[config.mk]
export PLATFORM = sky130hd
export DESIGN_NAME = lane2_packer_flat
export DESIGN_NICKNAME = d
export VERILOG_FILES = /design/src/rtl/lane2_packer_pkg.sv /design/src/rtl/lane2_packer_if.sv /design/src/rtl/lane2_packer_dec.sv /design/src/rtl/lane2_packer.sv /design/src/flat_wrapper.sv
export SDC_FILE = /design/constraint.sdc
export NUM_CORES = 1
export LEC_CHECK = 0
export BUFFER_PORTS_ARGS = -buffer_cell sky130_fd_sc_hd__buf_4
export CAP_MARGIN = 15
export CORE_UTILIZATION = 40
export CTS_CLUSTER_DIAMETER = 150
export CTS_CLUSTER_SIZE = 30
export DETAILED_ROUTE_END_ITERATION = 16
export GPL_ROUTABILITY_DRIVEN = 0
export PLACE_DENSITY_LB_ADDON = 0.12
export SLEW_MARGIN = 15
export SYNTH_ARGS = -nofsm -noshare
export SYNTH_HDL_FRONTEND = slang
export SYNTH_SLANG_ARGS = --single-unit
[constraint.sdc]
create_clock -name clk -period 2.1 [get_ports clk]
set_input_delay 0.105 -clock clk [delete_from_list [all_inputs] [get_ports clk]]
set_output_delay 0.105 -clock clk [all_outputs]
set_load 0.02 [all_outputs]
[src/rtl/lane2_packer_pkg.sv]
// Shared definitions for the 2-bit lane packer.
// Holds the lane width and the FILL/HOLD state enumeration.
// Both are shared by the packer top and its interface.
package lane_pkg;

  localparam int LANE_W = 2;

  // FILL: assembling a word, nothing presented.
  // HOLD: a completed word is presented on the output.
  typedef enum logic {
    FILL = 1'b0,
    HOLD = 1'b1
  } state_t;

endpackage

[src/rtl/lane2_packer_if.sv]
// Handshake bundle for lane2_packer.
// Input side:  in_valid, in_ready, in_data (one lane), in_last.
// Output side: out_valid, out_ready, out_data (N lanes), out_mask (N bits).
// Modport slave is the packer's view; modport master is the view of the
// producer/consumer driving the packer.
interface lane2_packer_if
  import lane_pkg::*;
#(
  parameter int N = 4
);

  logic              in_valid;
  logic              in_ready;
  logic [LANE_W-1:0] in_data;
  logic              in_last;
  logic              out_valid;
  logic              out_ready;
  logic [LANE_W*N-1:0] out_data;
  logic [N-1:0]      out_mask;

  modport slave (
    input  in_valid, in_data, in_last, out_ready,
    output in_ready, out_valid, out_data, out_mask
  );

  modport master (
    output in_valid, in_data, in_last, out_ready,
    input  in_ready, out_valid, out_data, out_mask
  );

endinterface

[src/rtl/lane2_packer_dec.sv]
// Lane write-enable decoder.
// Ports: idx (lane index), we (write enable) -> lane_we (N-bit one-hot,
// all zero when we is low).
module lane2_dec #(
  parameter int N     = 4,
  parameter int IDX_W = (N > 1) ? $clog2(N) : 1
) (
  input  logic [IDX_W-1:0] idx,
  input  logic             we,
  output logic [N-1:0]     lane_we
);

  // Compare against each lane number so an index beyond N-1 (possible when
  // N is not a power of two) selects nothing rather than indexing off the end.
  always_comb begin
    lane_we = '0;
    for (int k = 0; k < N; k++) begin
      lane_we[k] = we && (idx == IDX_W'(k));
    end
  end

endmodule

[src/rtl/lane2_packer.sv]
// Packs a stream of 2-bit lane beats into N-lane words.
// Ports: clk, rst_n (async active-low), bus (lane2_packer_if.slave):
//   in_valid/in_ready/in_data/in_last  - one lane per accepted beat
//   out_valid/out_ready/out_data/out_mask - packed word, lane 0 in the LSBs,
//   out_mask marks the lanes actually written (partial words on in_last).
module lane2_packer
  import lane_pkg::*;
#(
  parameter int N = 4
) (
  input  logic           clk,
  input  logic           rst_n,
  lane2_packer_if.slave  bus
);

  localparam int IDX_W = (N > 1) ? $clog2(N) : 1;
  localparam logic [IDX_W-1:0] LAST_IDX = IDX_W'(N - 1);

  state_t              state_q, state_d;
  logic [IDX_W-1:0]    idx_q, idx_d;
  logic [LANE_W*N-1:0] data_q, data_d;
  logic [N-1:0]        mask_q, mask_d;
  logic [N-1:0]        lane_we;
  logic [IDX_W-1:0]    wr_idx;
  logic                accept;
  logic                xfer;

  // While holding, the input can only advance in the same cycle the held
  // word leaves, so readiness simply follows the consumer.
  assign bus.in_ready  = (state_q == FILL) ? 1'b1 : bus.out_ready;
  assign bus.out_valid = (state_q == HOLD);
  assign bus.out_data  = data_q;
  assign bus.out_mask  = mask_q;

  assign accept = bus.in_valid && bus.in_ready;
  assign xfer   = bus.out_valid && bus.out_ready;

  // A beat accepted in HOLD always starts the next word at lane 0.
  assign wr_idx = (state_q == HOLD) ? '0 : idx_q;

  lane2_dec #(.N(N), .IDX_W(IDX_W)) u_dec (
    .idx     (wr_idx),
    .we      (accept),
    .lane_we (lane_we)
  );

  // Next-state logic: a departing word clears the assembly first, then any
  // accepted beat is merged on top, so the overlap case needs no special path.
  always_comb begin
    state_d = state_q;
    idx_d   = idx_q;
    data_d  = data_q;
    mask_d  = mask_q;

    if (xfer) begin
      state_d = FILL;
      idx_d   = '0;
      data_d  = '0;
      mask_d  = '0;
    end

    for (int k = 0; k < N; k++) begin
      if (lane_we[k]) begin
        data_d[LANE_W*k +: LANE_W] = bus.in_data;
      end
    end
    mask_d = mask_d | lane_we;

    if (accept) begin
      if (bus.in_last || (wr_idx == LAST_IDX)) begin
        state_d = HOLD;
        idx_d   = '0;
      end else begin
        state_d = FILL;
        idx_d   = wr_idx + IDX_W'(1);
      end
    end
  end

  // State and word registers; reset discards any partial or held word.
  always_ff @(posedge clk or negedge rst_n) begin
    if (!rst_n) begin
      state_q <= FILL;
      idx_q   <= '0;
      data_q  <= '0;
      mask_q  <= '0;
    end else begin
      state_q <= state_d;
      idx_q   <= idx_d;
      data_q  <= data_d;
      mask_q  <= mask_d;
    end
  end

endmodule

[src/flat_wrapper.sv]
// flat-port wrapper written by rule: the top's interface ports become plain ports
module lane2_packer_flat import lane_pkg::*;
#(
  parameter int N = 4
)
  (clk, rst_n, bus_in_valid, bus_in_data, bus_in_last, bus_out_ready, bus_in_ready, bus_out_valid, bus_out_data, bus_out_mask);
  lane2_packer_if #(.N(N)) bus_i ();
  input  logic clk;
  input  logic rst_n;
  input wire logic [$bits(bus_i.in_valid)-1:0] bus_in_valid;
  input wire logic [$bits(bus_i.in_data)-1:0] bus_in_data;
  input wire logic [$bits(bus_i.in_last)-1:0] bus_in_last;
  input wire logic [$bits(bus_i.out_ready)-1:0] bus_out_ready;
  output wire logic [$bits(bus_i.in_ready)-1:0] bus_in_ready;
  output wire logic [$bits(bus_i.out_valid)-1:0] bus_out_valid;
  output wire logic [$bits(bus_i.out_data)-1:0] bus_out_data;
  output wire logic [$bits(bus_i.out_mask)-1:0] bus_out_mask;
  assign bus_i.in_valid = bus_in_valid;
  assign bus_i.in_data = bus_in_data;
  assign bus_i.in_last = bus_in_last;
  assign bus_i.out_ready = bus_out_ready;
  assign bus_in_ready = bus_i.in_ready;
  assign bus_out_valid = bus_i.out_valid;
  assign bus_out_data = bus_i.out_data;
  assign bus_out_mask = bus_i.out_mask;
  lane2_packer #(.N(N)) u_core (.clk(clk), .rst_n(rst_n), .bus(bus_i));
endmodule
==> impl_metrics.toml <==
[worst_setup_path]
critical_path_peak_fanout = 14
critPathLaunchType = "register"
crit_type = "register to output pin"
arrival_ns = 1.33
cp.required_ns = 2.00
worst_setup_path_end_kind = "output pin"

[finish]
final_cell_mix = "buf_4 (20), dfrtp_1 (15), nand2_1 (12)"
layout_commonest_cell = "buf_4"
drive_gt1_share_pct = 30.2
area_growth_syn_to_layout_pct = 24.0
fin_nets = 94
filler_cell_count = 145
diodes = 0

[status]
outcome = "finished with violations"
violations = "design-rule violations"

[timing]
hold_viol_final = 0
finClkSkew_ns = 0.00455
maxSlewViolCount = 0
tightestPinTransition_ns = 0.402
maxSlewHeadroom_pct = 73.2
rsz0062_at_grt = "false"
setup_violations = 0
setup_ws_ns = 0.667
fin_setup_tns_ns = 0
fin_crit_ns = 1.43
finalCritPeriodShare_pct = 68.3
max_freq_ghz = 0.698

[yosys]
yosysUniqueCellTypes = 22
avgSynthCellArea_um2 = 10.8
synth_fp_nets = 72
synth.area.top_cells = "dfrtp_1 (54%), nand2_1 (6.4%), o21ai_1 (5.0%)"
synth_sequential_area_ratio_pct = 53.7
syn_inst = 65
synth_top_area_share_pct = 53.7
yosys.area.top_type = "dfrtp_1"
netlist_area_um2 = 699
yosysWarnings = 0
synth_seq_cells = 15

[floorplan]
start_util_pct = 44.4
row_count = 14
die-area_um2 = 1920
ios = 21
dieHeight_um = 43.8
die_x_um = 43.8
core_area_um2 = 1580

[global_route]
track_usage_pct = 16.2
grt_overflow_total = 0
grt_pass1_vias = 520
antenna_found_initial = 0
grt_max_degree = 16
grt_pass1_wl_um = 2230

[routing]
route.detailed.drc = 2
routed-via-count = 526
drt_first_iter_violations = 11
wire_per_inst_um = 12.5
wl_um = 1280
drt_pass1_iterations = 10
vias_per_cell = 5.16
ant_nets = 0

[place]
dp_hpwl_um = 896
pre_cts_slack_ns = 0.703
portBuffers = 20

[clock_network]
clock_path_buffers = 2
cts_setup_buffers = 0
htreeDepth = 1
cts_root_buf = "clkbuf_4"
clk_pin_slew_ns = 0.08
cts_buffers = 3
cts.repair.resized = 0
clock_sinks = 15
cts_tree = "done"
holdBufCountCts = 1
clk_latency_ns = 0.28

[power_and_ir_drop]
power.density_nw_per_um2 = 832
power_switching_w = 0.000224
pwr-share-seq_pct = 50.7
p_int_w = 0.000497
ir_drop_uv = 479
clkPwrFrac_pct = 22.0
sw_frac_of_total_pct = 31.1
leakagePower_nw = 0.451
combinationalPowerShare_pct = 27.4

[flow_run]
max_cap_violations = 0

[hold_path]
min-delay-path-class = "input pin to register"
[area by class of cell]
class / instances / area, µm² / share of cell area (%)
flip-flops and latches: 15 / 375 / 43.3
multi-input cells: 42 / 270 / 31.2
repair buffers: 21 / 160 / 18.5
clock buffers: 4 / 26.3 / 3.03
well taps: 16 / 20.0 / 2.31
inverters: 4 / 15.0 / 1.73
[sequential cells by signal (all words and copies together), names as in the netlist]
| signal | cells |
|---|---|
| u_core.bus.out_data | 8 |
| u_core.bus.out_mask | 4 |
| u_core.bus.out_valid | 1 |
| u_core.idx_q | 2 |
[Yosys cell counts, drive strengths merged]
cell type   n
nor2b       2
inv         4
a22o        2
a32o        1
and3b       1
a21oi       1
nor2        1
nor4b       1
nand2      12
mux2i       1
o21ai      10
a21o        3
nand4b      1
and4bb      2
a31o        1
dfrtp      15
buf         4
o31ai       1
nand3       2
[per-stage QoR]
stage                     instances  hold slack [ns]  power, W  instance area (µm²)  util, %
after detailed placement         97          -0.0299  0.000569                  831     52.7
after global placement           97          -0.0282  0.000566                  831     52.7
after floorplan                  65           -0.191  0.000489                  699        -
after global routing            102           0.0215  0.000764                  867     55.0
after CTS                       102          0.00111  0.000734                  867     55.0
final                           102           0.0111  0.000721                  867     55.0
[critical path: stages, from the launching register on]
cell and delay (ns):
dfrtp_1 0.59, nor2b_1 0.22, inv_1 0.08, buf_4 0.16
[metal layers]
metal | GRT usage, % | part of all wire (%) | up-vias
met3 | 7.50 | 5.5 | 0
met5 | 0 | 0 | -
met4 | 5.63 | 0 | 0
li1 | - | - | 266
met1 | 21.9 | 49 | 245
met2 | 22.7 | 45 | 15
[logic make-up after synthesis]
group	Yosys count	share of synthesized area [%]
multiplexers	1	1.43
AO/OA/AOI/OAI	19	17.4
buffers and inverters	8	7.69
AND/OR/NAND/NOR	22	19.9
flip-flops	15	53.7
[power groups by stage]
| stage | clock network (W) | registers (W) | logic, W |
|---|---|---|---|
| finish | 0.000158 | 0.000366 | 0.000197 |
| CTS | 0.000168 | 0.000366 | 0.000200 |
| global route | 0.000176 | 0.000373 | 0.000215 |
| floorplan | 0 | 0.000405 | 0.0000845 |
| global placement | 0 | 0.000370 | 0.000196 |
| detailed placement | 0 | 0.000371 | 0.000198 |
[worst paths after layout]
check / from / to / slack (ns) / depth (start not counted)
max: u_core.bus.out_valid / bus_in_ready / 0.67 / 3
min: bus_in_last / u_core.idx_q[1] / 0.01 / 2
max reg2reg: u_core.bus.out_valid / u_core.idx_q[0] / 0.69 / 3
min reg2reg: u_core.bus.out_mask[1] / u_core.bus.out_mask[1] / 0.48 / 1
max in group asynchronous: rst_n / u_core.bus.out_mask[1] / 1.72 / 2
min in group asynchronous: rst_n / u_core.idx_q[1] / 0.20 / 2
Power figures use the tool's default switching activity.
